**config.mk**
```make
export PLATFORM = sky130hd
export DESIGN_NAME = memif_age_arb_flat
export DESIGN_NICKNAME = d
export VERILOG_FILES = /design/src/rtl/memif_pkg.sv /design/src/rtl/memif_age_arb_if.sv /design/src/rtl/memif_age_cnt.sv /design/src/rtl/memif_age_arb.sv /design/src/flat_wrapper.sv
export SDC_FILE = /design/constraint.sdc
export NUM_CORES = 1
export LEC_CHECK = 0
export CORE_AREA = 2 2 124 126
export CTS_CLUSTER_DIAMETER = 40
export DETAILED_ROUTE_END_ITERATION = 8
export DIE_AREA = 0 0 126 128
export GPL_TIMING_DRIVEN = 0
export SETUP_SLACK_MARGIN = 0.3
export SLEW_MARGIN = 10
export SYNTH_ARGS = -nofsm -noshare
export SYNTH_HDL_FRONTEND = slang
export SYNTH_SLANG_ARGS = --single-unit
```
**constraint.sdc**
```tcl
create_clock -name clk -period 1.8 [get_ports clk]
set_input_delay 0.18 -clock clk [delete_from_list [all_inputs] [get_ports clk]]
set_output_delay 0.18 -clock clk [all_outputs]
set_load 0.03 [all_outputs]
```
**src/rtl/memif_pkg.sv**
```systemverilog
// -----------------------------------------------------------------------------
// memif_pkg
// Shared definitions for the memif age arbiter slice: burst-length width,
// direction encodings, age counter width and the arbiter FSM state type.
// -----------------------------------------------------------------------------
package memif_pkg;

    // Burst length field width (beats - 1).
    localparam int unsigned MEMIF_LEN_W = 7;

    // Direction encodings on the rw lines.
    localparam logic MEMIF_RD = 1'b1;
    localparam logic MEMIF_WR = 1'b0;

    // Age counters cover the full 1..255 AGE_MAX range.
    localparam int unsigned AGE_W = 8;

    typedef enum logic [1:0] {
        ST_IDLE = 2'd0,
        ST_CMD  = 2'd1,
        ST_DATA = 2'd2
    } memif_state_e;

endpackage

```
**src/rtl/memif_age_arb_if.sv**
```systemverilog
// -----------------------------------------------------------------------------
// memif_age_arb_if
// Bundles the N requester-side memif ports (d_*) and the single upstream
// memif master port (u_*) around the age arbiter.
//   slave  : arbiter view (takes d_* commands, issues u_* commands)
//   master : environment view (requesters plus upstream controller)
// Per-port fields are packed, port i at [i*W +: W].
// -----------------------------------------------------------------------------
interface memif_age_arb_if
    import memif_pkg::*;
#(
    parameter int unsigned N  = 3,
    parameter int unsigned AW = 32,
    parameter int unsigned DW = 16
) ();

    // Requester side
    logic [N*AW-1:0]          d_addr;
    logic [N*MEMIF_LEN_W-1:0] d_len;
    logic [N-1:0]             d_rw;
    logic [N-1:0]             d_valid;
    logic [N-1:0]             d_ready;
    logic [N*DW-1:0]          d_wdata;
    logic [N-1:0]             d_wack;
    logic [N-1:0]             d_wlast;
    logic [N*DW-1:0]          d_rdata;
    logic [N-1:0]             d_rstb;
    logic [N-1:0]             d_rlast;

    // Upstream side
    logic [AW-1:0]            u_addr;
    logic [MEMIF_LEN_W-1:0]   u_len;
    logic                     u_rw;
    logic                     u_valid;
    logic                     u_ready;
    logic [DW-1:0]            u_wdata;
    logic                     u_wack;
    logic                     u_wlast;
    logic [DW-1:0]            u_rdata;
    logic                     u_rstb;
    logic                     u_rlast;

    modport slave (
        input  d_addr, d_len, d_rw, d_valid, d_wdata,
        output d_ready, d_wack, d_wlast, d_rdata, d_rstb, d_rlast,
        output u_addr, u_len, u_rw, u_valid, u_wdata,
        input  u_ready, u_wack, u_wlast, u_rdata, u_rstb, u_rlast
    );

    modport master (
        output d_addr, d_len, d_rw, d_valid, d_wdata,
        input  d_ready, d_wack, d_wlast, d_rdata, d_rstb, d_rlast,
        input  u_addr, u_len, u_rw, u_valid, u_wdata,
        output u_ready, u_wack, u_wlast, u_rdata, u_rstb, u_rlast
    );

endinterface

```
**src/rtl/memif_age_cnt.sv**
```systemverilog
// -----------------------------------------------------------------------------
// memif_age_cnt
// Saturating wait counter for one requester port.
//   clk, rst : clock, synchronous active-high reset
//   inc      : port is waiting this cycle
//   clr      : port's command accepted this cycle (wins over inc)
//   age      : registered wait count, saturates at AGE_MAX
// -----------------------------------------------------------------------------
module memif_age_cnt
    import memif_pkg::*;
#(
    parameter int unsigned AGE_MAX = 15
) (
    input  logic             clk,
    input  logic             rst,
    input  logic             inc,
    input  logic             clr,
    output logic [AGE_W-1:0] age
);

    always_ff @(posedge clk) begin
        if (rst || clr) begin
            age <= '0;
        end else if (inc && (age != AGE_W'(AGE_MAX))) begin
            age <= age + AGE_W'(1);
        end
    end

endmodule

```
**src/rtl/memif_age_arb.sv**
```systemverilog
// -----------------------------------------------------------------------------
// memif_age_arb
// N-port fixed-priority arbiter with per-port aging in front of a single
// upstream memif master. The grant is held from command acceptance to the
// last data beat.
//   clk, rst : clock, synchronous active-high reset
//   bus      : memif_age_arb_if.slave -- d_* requester ports, u_* upstream
// Parameters: N ports, AW/DW address/data width, WRITE_DISABLE per-port
// read-only mask, AGE_MAX wait cycles before a port is promoted.
// -----------------------------------------------------------------------------
module memif_age_arb
    import memif_pkg::*;
#(
    parameter int unsigned  N             = 3,
    parameter int unsigned  AW            = 32,
    parameter int unsigned  DW            = 16,
    parameter logic [N-1:0] WRITE_DISABLE = '0,
    parameter int unsigned  AGE_MAX       = 15
) (
    input  logic            clk,
    input  logic            rst,
    memif_age_arb_if.slave  bus
);

    localparam int unsigned SEL_W = (N > 1) ? $clog2(N) : 1;

    memif_state_e           state_q, state_d;
    logic [SEL_W-1:0]       sel_q, sel_d;
    logic [SEL_W-1:0]       pick, aged_idx, valid_idx;
    logic                   aged_hit;
    logic [AGE_W-1:0]       age [N];

    logic [AW-1:0]          cmd_addr;
    logic [MEMIF_LEN_W-1:0] cmd_len;
    logic                   cmd_rw;
    logic [DW-1:0]          cmd_wdata;
    logic                   cmd_wd;

    logic [N-1:0]           ready_vec, wack_vec, wlast_vec, rstb_vec, rlast_vec;

    // Per-port wait counters; acceptance clears, waiting increments.
    for (genvar i = 0; i < N; i++) begin : g_age
        memif_age_cnt #(
            .AGE_MAX(AGE_MAX)
        ) u_cnt (
            .clk (clk),
            .rst (rst),
            .inc (bus.d_valid[i] & ~ready_vec[i]),
            .clr (ready_vec[i]),
            .age (age[i])
        );
    end

    // Selection: lowest-index saturated requester first, else lowest-index
    // requester. Scanning downwards lets the lowest index be the last write.
    always_comb begin
        aged_hit  = 1'b0;
        aged_idx  = '0;
        valid_idx = '0;
        for (int unsigned i = N; i > 0; i--) begin
            if (bus.d_valid[i-1]) begin
                valid_idx = SEL_W'(i - 1);
                if (age[i-1] == AGE_W'(AGE_MAX)) begin
                    aged_hit = 1'b1;
                    aged_idx = SEL_W'(i - 1);
                end
            end
        end
        pick = aged_hit ? aged_idx : valid_idx;
    end

    // State register
    always_ff @(posedge clk) begin
        if (rst) begin
            state_q <= ST_IDLE;
            sel_q   <= '0;
        end else begin
            state_q <= state_d;
            sel_q   <= sel_d;
        end
    end

    // Next-state logic
    always_comb begin
        state_d = state_q;
        sel_d   = sel_q;
        case (state_q)
            ST_IDLE: begin
                if (|bus.d_valid) begin
                    sel_d   = pick;
                    state_d = ST_CMD;
                end
            end
            ST_CMD: begin
                if (bus.u_ready) state_d = ST_DATA;
            end
            ST_DATA: begin
                if (bus.u_rlast || bus.u_wlast) state_d = ST_IDLE;
            end
            default: state_d = ST_IDLE;
        endcase
    end

    // Command fields of the selected port
    always_comb begin
        cmd_addr  = '0;
        cmd_len   = '0;
        cmd_rw    = MEMIF_RD;
        cmd_wdata = '0;
        cmd_wd    = 1'b0;
        for (int unsigned i = 0; i < N; i++) begin
            if (sel_q == SEL_W'(i)) begin
                cmd_addr  = bus.d_addr[i*AW +: AW];
                cmd_len   = bus.d_len[i*MEMIF_LEN_W +: MEMIF_LEN_W];
                cmd_rw    = bus.d_rw[i];
                cmd_wdata = bus.d_wdata[i*DW +: DW];
                cmd_wd    = WRITE_DISABLE[i];
            end
        end
    end

    // Output logic: handshakes routed to the selected port only
    always_comb begin
        ready_vec = '0;
        wack_vec  = '0;
        wlast_vec = '0;
        rstb_vec  = '0;
        rlast_vec = '0;
        for (int unsigned i = 0; i < N; i++) begin
            if (sel_q == SEL_W'(i)) begin
                ready_vec[i] = (state_q == ST_CMD) && bus.u_ready;
                rstb_vec[i]  = (state_q == ST_DATA) && bus.u_rstb;
                rlast_vec[i] = (state_q == ST_DATA) && bus.u_rlast;
                wack_vec[i]  = (state_q == ST_DATA) && bus.u_wack  && !WRITE_DISABLE[i];
                wlast_vec[i] = (state_q == ST_DATA) && bus.u_wlast && !WRITE_DISABLE[i];
            end
        end
    end

    assign bus.u_valid = (state_q == ST_CMD);
    assign bus.u_addr  = cmd_addr;
    assign bus.u_len   = cmd_len;
    assign bus.u_rw    = cmd_wd ? MEMIF_RD : cmd_rw;
    assign bus.u_wdata = cmd_wd ? '0 : cmd_wdata;

    assign bus.d_ready = ready_vec;
    assign bus.d_wack  = wack_vec;
    assign bus.d_wlast = wlast_vec;
    assign bus.d_rstb  = rstb_vec;
    assign bus.d_rlast = rlast_vec;
    assign bus.d_rdata = {N{bus.u_rdata}};

    // Requesters must hold their command until accepted.
    a_hold_request: assert property (@(posedge clk) disable iff (rst)
        (state_q == ST_CMD) |-> bus.d_valid[sel_q]);

endmodule

```
**src/flat_wrapper.sv**
```systemverilog
// flat-port wrapper written by rule: the top's interface ports become plain ports
module memif_age_arb_flat import memif_pkg::*;
#(
    parameter int unsigned  N             = 3,
    parameter int unsigned  AW            = 32,
    parameter int unsigned  DW            = 16,
    parameter logic [N-1:0] WRITE_DISABLE = '0,
    parameter int unsigned  AGE_MAX       = 15
)
  (clk, rst, bus_d_addr, bus_d_len, bus_d_rw, bus_d_valid, bus_d_wdata, bus_d_ready, bus_d_wack, bus_d_wlast, bus_d_rdata, bus_d_rstb, bus_d_rlast, bus_u_addr, bus_u_len, bus_u_rw, bus_u_valid, bus_u_wdata, bus_u_ready, bus_u_wack, bus_u_wlast, bus_u_rdata, bus_u_rstb, bus_u_rlast);
  memif_age_arb_if #(.N(N), .AW(AW), .DW(DW)) bus_i ();
  input  logic clk;
  input  logic rst;
  input wire logic [$bits(bus_i.d_addr)-1:0] bus_d_addr;
  input wire logic [$bits(bus_i.d_len)-1:0] bus_d_len;
  input wire logic [$bits(bus_i.d_rw)-1:0] bus_d_rw;
  input wire logic [$bits(bus_i.d_valid)-1:0] bus_d_valid;
  input wire logic [$bits(bus_i.d_wdata)-1:0] bus_d_wdata;
  output wire logic [$bits(bus_i.d_ready)-1:0] bus_d_ready;
  output wire logic [$bits(bus_i.d_wack)-1:0] bus_d_wack;
  output wire logic [$bits(bus_i.d_wlast)-1:0] bus_d_wlast;
  output wire logic [$bits(bus_i.d_rdata)-1:0] bus_d_rdata;
  output wire logic [$bits(bus_i.d_rstb)-1:0] bus_d_rstb;
  output wire logic [$bits(bus_i.d_rlast)-1:0] bus_d_rlast;
  output wire logic [$bits(bus_i.u_addr)-1:0] bus_u_addr;
  output wire logic [$bits(bus_i.u_len)-1:0] bus_u_len;
  output wire logic [$bits(bus_i.u_rw)-1:0] bus_u_rw;
  output wire logic [$bits(bus_i.u_valid)-1:0] bus_u_valid;
  output wire logic [$bits(bus_i.u_wdata)-1:0] bus_u_wdata;
  input wire logic [$bits(bus_i.u_ready)-1:0] bus_u_ready;
  input wire logic [$bits(bus_i.u_wack)-1:0] bus_u_wack;
  input wire logic [$bits(bus_i.u_wlast)-1:0] bus_u_wlast;
  input wire logic [$bits(bus_i.u_rdata)-1:0] bus_u_rdata;
  input wire logic [$bits(bus_i.u_rstb)-1:0] bus_u_rstb;
  input wire logic [$bits(bus_i.u_rlast)-1:0] bus_u_rlast;
  assign bus_i.d_addr = bus_d_addr;
  assign bus_i.d_len = bus_d_len;
  assign bus_i.d_rw = bus_d_rw;
  assign bus_i.d_valid = bus_d_valid;
  assign bus_i.d_wdata = bus_d_wdata;
  assign bus_d_ready = bus_i.d_ready;
  assign bus_d_wack = bus_i.d_wack;
  assign bus_d_wlast = bus_i.d_wlast;
  assign bus_d_rdata = bus_i.d_rdata;
  assign bus_d_rstb = bus_i.d_rstb;
  assign bus_d_rlast = bus_i.d_rlast;
  assign bus_u_addr = bus_i.u_addr;
  assign bus_u_len = bus_i.u_len;
  assign bus_u_rw = bus_i.u_rw;
  assign bus_u_valid = bus_i.u_valid;
  assign bus_u_wdata = bus_i.u_wdata;
  assign bus_i.u_ready = bus_u_ready;
  assign bus_i.u_wack = bus_u_wack;
  assign bus_i.u_wlast = bus_u_wlast;
  assign bus_i.u_rdata = bus_u_rdata;
  assign bus_i.u_rstb = bus_u_rstb;
  assign bus_i.u_rlast = bus_u_rlast;
  memif_age_arb #(.N(N), .AW(AW), .DW(DW), .WRITE_DISABLE(WRITE_DISABLE), .AGE_MAX(AGE_MAX)) u_core (.clk(clk), .rst(rst), .bus(bus_i));
endmodule
```
=== After elaboration in Yosys (flattened, before gate mapping) ===
Index checks and enable logic that the tools add are counted.
W data, S select, Z words.

* Output and inout port bits: 120
* Input port bits: 194
* Word-level logic and storage cells: 91
* Bits in registers: 28

* Bitwise gates (word level): 6
* Eq/ne operators: 13
* Muxes and demuxes: 47
* Reduce and logical (&&, ||, !) cells: 17
* Add/sub/neg operators: 3

{| class="wikitable"
|+ Operator list
! kind !! number
|-
| $mux W32 || 3
|-
| $mux W16 || 3
|-
| $mux W2 || 13
|-
| $add A8 B1 Y8 const B || 3
|-
| $eq A8 B4 Y1 const B || 3
|-
| $mux W1 || 24
|-
| $ne A8 B4 Y1 const B || 3
|-
| $mux W7 || 3
|-
| $logic_and A1 B1 Y1 || 8
|-
| $ne A2 B1 Y1 const B || 3
|-
| $pmux W2 S3 || 1
|-
| $eq A2 B1 Y1 const B || 2
|-
| $eq A2 B2 Y1 const B || 2
|-
| $logic_not A2 Y1 || 2
|-
| $logic_or A1 B1 Y1 || 4
|-
| $and A1 B1 Y1 || 3
|-
| $not A1 Y1 || 3
|-
| $reduce_and A3 Y1 || 1
|-
| $reduce_or A3 Y1 || 1
|-
| $reduce_and A2 Y1 || 1
|}

=== Depth between registers and ports, before layout ===
* Depth in word-level cells: 8
* Depth in mapped cells: 7

=== Hierarchy ===
From an unflattened synthesis, not the netlist that was laid out.

* Cell total of the unflattened synthesis: 430
* Area, all modules: 3,075.4 µm²

{| class="wikitable"
|+ Modules (own cells, without submodules)
! module !! area an instance (µm²) !! instances !! sequential area each (µm²) !! cells an instance
|-
| memif_age_arb || 1,889.3 || 1 || 80.1 || 289
|-
| memif_age_cnt || 395.4 || 3 || 160.2 || 47
|}

=== Worst setup path after synthesis ===
OpenSTA, ideal clock, no wires.

* Path kind: register -> output
* Start: reg u_core.sel_q[0]
* End: out bus_u_rw
* Arrival: 1.551 ns
* Cell stages (with the launch flop): 6
* Buffers on the path: 3
* Setup slack: 0.069 ns
* Required time: 1.620 ns
* Path through: dfxtp_1 > buf_4 > buf_2 > buf_2 > mux2i_1 > a22oi_1

* Longest elaborated chain between the ends: 4

{| class="wikitable"
|+ RTL lines
! what !! line !! source
|-
| start: declaration || memif_age_arb.sv:28 || <nowiki>logic [SEL_W-1:0] sel_q, sel_d;</nowiki>
|-
| start signal: assignment || memif_age_arb.sv:79 || <nowiki>sel_q <= sel_d;</nowiki>
|-
| $logic_not A2 Y1 || memif_age_arb.sv:112 || <nowiki>if (sel_q == SEL_W'(i)) begin</nowiki>
|-
| $mux W1 (2 in series) || memif_age_arb.sv:112 ||
|-
| $mux W1 (*) || memif_age_arb.sv:112 ||
|-
| end: declaration || flat_wrapper.sv:27 || <nowiki>output wire logic [$bits(bus_i.u_rw)-1:0] bus_u_rw;</nowiki>
|}

Mark *: on every way between the ends. The rest lies on a longest branch, timed or not.

=== Worst setup path after layout ===
* Start: reg u_core.sel_q[0]
* End: out bus_u_wdata[9]

* Longest elaborated chain between the ends: 4

{| class="wikitable"
|+ RTL lines
! what !! line !! source
|-
| $logic_not A2 Y1 || memif_age_arb.sv:112 ||
|-
| $mux W16 (2 in series) || memif_age_arb.sv:112 ||
|-
| $mux W16 (*) || memif_age_arb.sv:112 ||
|-
| end: declaration || flat_wrapper.sv:29 || <nowiki>output wire logic [$bits(bus_i.u_wdata)-1:0] bus_u_wdata;</nowiki>
|}

Marked as above.

==> flow_summary_export.csv <==
group,metric,value,unit
sta,finalSetupViolations,0,
route,wl_met1,6.61,mm
clock_network,clk_latency,0.26,ns
route,vias,4165,
route,drt_first_pass_iters,4,
yosys,synth_ff_type,"dfxtp_1",
power_and_ir_drop,pwr-share-clk,17.6,%
yosys,ys_seq_elements,28,
route,wl_met2,8.54,mm
power_and_ir_drop,p_int,1990,µW
sta,setup_ws,0.0558,ns
yosys,synth_warnings,0,
finish,nFillCells,1410,
yosys,synth_most_common_cell,"nand2_1",
yosys,ys_types,44,
yosys,synth_top_family_by_area,"simple AND/OR/NAND/NOR gates",
floorplanning,die_w,126,µm
yosys,synthSimpleGateAreaFrac,22.8,%
route,dr.max_layer_used,"met4",
clock_network,cts_root_buffer,"clkbuf_16",
power_and_ir_drop,power_density,426,nW/µm²
yosys,syn_area,3030,µm²
sta,worst_slew_pin_slew,0.501,ns
setup_path,worst_setup_path_start_kind,"flop",
route,drt-total-wl,16.4,mm
setup_path,endpoint,"bus_u_wdata[9]",
hold_path,hold_class,"in2reg",
setup_path,max_stage_delay,0.36,ns
floorplanning,io-pin-count,314,
route,wire_per_inst,17.6,µm
placed_design,pre_cts_ws,-0.833,ns
finish,post_route_cells_drive_above_1_share,38.4,%
setup_path,r2r_cells,7,
sta,rsz0062_at_grt,"yes",
clock_network,cts_made_buffers,3,
finish,syn2layout_area_growth,142,%
sta,fmax,573,MHz
sta,hold_viol,0,
power_and_ir_drop,swShare,36.2,%
setup_path,worstPathArrival,1.56,ns
sta,min_period_over_period,96.9,%
global_route,grt_first_pass_wirelength,23.9,mm
setup_path,required,1.62,ns
power_and_ir_drop,ir_worst_vdd,0.293,mV
yosys,synthAdderAreaFrac,1.24,%
global_route,grt_max_degree,16,
setup_path,r2r_setup_slack,0.07,ns
route,drc,0,
placed_design,post_dp_cell_area,6380,µm²
route,drtIter0Drc,84,
yosys,synth-xor-area-share,3.47,%
yosys,synth_edf_count,0,
finish,ff_latch_area,579,µm²
placed_design,io_buffers,295,
sta,relSlewSlack,66.6,%
global_route,antenna_found_initial,1,
yosys,synth_compound_area_share,17.2,%
setup_path,r2r_end,"u_core.g_age[2].u_cnt.age[7]$_SDFFE_PP0P_",
yosys,yosysTopAreaCell,"mux2i_1",
yosys,avgSynthCellArea,7.19,µm²
setup_path,cp_max_fo,5,
clock_network,cts.sinks,28,
finish,multiInputGateArea,2470,µm²
floorplanning,die-height,128,µm
route,viasPerCell,4.46,
yosys,synth_top_cell_area_share,19.8,%
power_and_ir_drop,power_frac_seq,21.4,%
placed_design,routabilityCongestion,0.864,
floorplanning,rows,45,
setup_path,crit_chain,"buf_8 -> buf_12 -> buf_12 -> mux2i_4 -> o21ai_2 -> buf_6",
route,final_antenna_net_count,0,
global_route,grt_pass1_vias,4084,
global_route,overflow,0,
setup_path,reg2reg_from,"u_core.sel_q[0]$_SDFFE_PP0P_",
status,status,"completed",
route,routed-wl-met3,1.01,mm
power_and_ir_drop,comb_power_share,61.0,%
yosys,synth.yosys.seq_area_share,18.5,%
yosys,ys_top_cells_by_count,"nand2_1 (69), mux2i_1 (60), o21ai_1 (57)",
floorplanning,initial_core_util,20.4,%
job,cap_violations,0,
power_and_ir_drop,power.switching,1130,µW
yosys,ys_async_sr_fraction,0,%
yosys,syn-num-nets,619,
setup_path,timing.critical_path.mode_cell,"buf_12",
placed_design,dp_hpwl,13.3,mm
clock_network,clk_pin_slew_worst_paths,0.07,ns
finish,fin_area,7330,µm²
yosys,syn_inst,422,
sta,final_max_slew_viol_count,0,
setup_path,worstSetupEndpointType,"output pin",
finish,nets,943,
setup_path,crit_type,"reg2out",
floorplanning,dieArea,16100,µm²
setup_path,crit_slowest_cell,"dfxtp_4",
setup_path,crit_start,"u_core.sel_q[0]$_SDFFE_PP0P_",
global_route,grt_use_total,18.7,%
power_and_ir_drop,p_leak,0.00279,µW
yosys,yosys-top-cells-area,"mux2i_1 (20%), dfxtp_1 (18%), buf_4 (13%), o21ai_1 (9.4%), nand2_1 (8.5%)",
sta,fin_tns_setup,0,ns
clock_network,cts_tree,"yes",
yosys,synthMuxAreaShare,19.8,%
clock_network,clock_path_buffers,2,
clock_network,htree_levels,1,
floorplanning,core,14900,µm²
sta,min_period,1.74,ns
sta,skew,0.00657,ns
==> layout by cell type (no fill, tap or decap), drive strengths merged, types with 2 or more instances in the layout <==
master,n
xnor2,7
nand2,69
a21oi,10
clkbuf,17
nand3,6
o211ai,3
or4,4
o21ai,62
or3,4
and2,14
mux2i,60
nor3,7
nand2b,3
xor2,5
nand4,8
buf,158
inv,5
ha,3
a211oi,3
nor4,2
o22a,2
dfxtp,28
clkdlybuf4s50,221
nor2,24
dlygate4sd2,2
or2,2
==> metal layers <==
metal	up-vias	track usage, %
met5	-	0
met4	0	3.62
met3	14	4.09
met2	134	34.0
met1	1934	22.7
li1	2083	-
==> metrics by stage <==
stage / util, % / power [µW] / instances / hold WS (ns)
after floorplan: - / 1500 / 422 / 0.330
after global placement: 42.9 / 2370 / 905 / 0.477
after detailed placement: 42.9 / 2380 / 905 / 0.483
after CTS: 46.3 / 3060 / 924 / 0.214
after global routing: 49.3 / 3260 / 934 / 0.236
final: 49.3 / 3120 / 934 / 0.224
==> logic make-up (layout without fill, tap and decap cells) <==
| logic type | after synthesis | after routing |
|---|---|---|
| compound gates | 90 | 90 |
| fa+ha+maj | 3 | 3 |
| buf+inv | 82 | 405 |
| other cells | 0 | 1 |
| xor+xnor | 12 | 12 |
| flops | 28 | 28 |
| mux | 60 | 60 |
| simple gates | 147 | 147 |
==> worst max-delay path: cells and delay by family, from the launching register on <==
kind / cells / cell delay, ns
AOI/OAI and AO/OA: 1 / 0.08
muxes: 1 / 0.26
buffers and inverters: 4 / 0.59
DFF: 1 / 0.36
==> worst min path at each step <==
| stage | start | endpoint | slack (ns) | cells after the start |
|---|---|---|---|---|
| final | rst | u_core.state_q[0]$_SDFFE_PP0P_ | 0.22 | 2 |
| after global routing | rst | u_core.state_q[0]$_SDFFE_PP0P_ | 0.24 | 2 |
| after CTS | rst | u_core.state_q[0]$_SDFFE_PP0P_ | 0.21 | 2 |
| after detailed placement | u_core.g_age[2].u_cnt.age[7]$_SDFFE_PP0P_ | u_core.g_age[2].u_cnt.age[7]$_SDFFE_PP0P_ | 0.48 | 2 |
| after global placement | rst | u_core.state_q[0]$_SDFFE_PP0P_ | 0.48 | 2 |
| after floorplan | bus_d_valid[2] | u_core.sel_q[1]$_SDFFE_PP0P_ | 0.33 | 2 |
==> sequential cells by signal, summed over array words and instances (netlist names) <==
| name | flops |
|---|---|
| u_core.sel_q | 2 |
| u_core.g_age.u_cnt.age | 24 |
| u_core.state_q | 2 |
==> power groups by stage <==
stage	Combinational, µW	Clock [µW]	Sequential [µW]
final	1900	551	668
after global routing	2000	587	671
after CTS	1840	554	664
after detailed placement	1700	0	676
after global placement	1690	0	674
after floorplan	830	0	671
==> repair_timing <==
| action | CTS | global route |
|---|---|---|
| endpoints found under the setup margin | 95 | 98 |
| pin swaps | 5 | 31 |
| gates resized for setup | 539 | 108 |
| setup buffers | 11 | 8 |
| gates cloned | 4 | 1 |
| hold buffers | 0 | 0 |
==> layout make-up <==
cell class,instances,area share [%]
antenna,1,0.0341
clock buffer,4,1.21
sequential,28,7.90
inverter,6,0.580
timing repair buffer,319,44.2
buffer,76,9.23
multi-input combinational,312,33.6
tap,188,3.21
(Power assumes the default switching activity.)
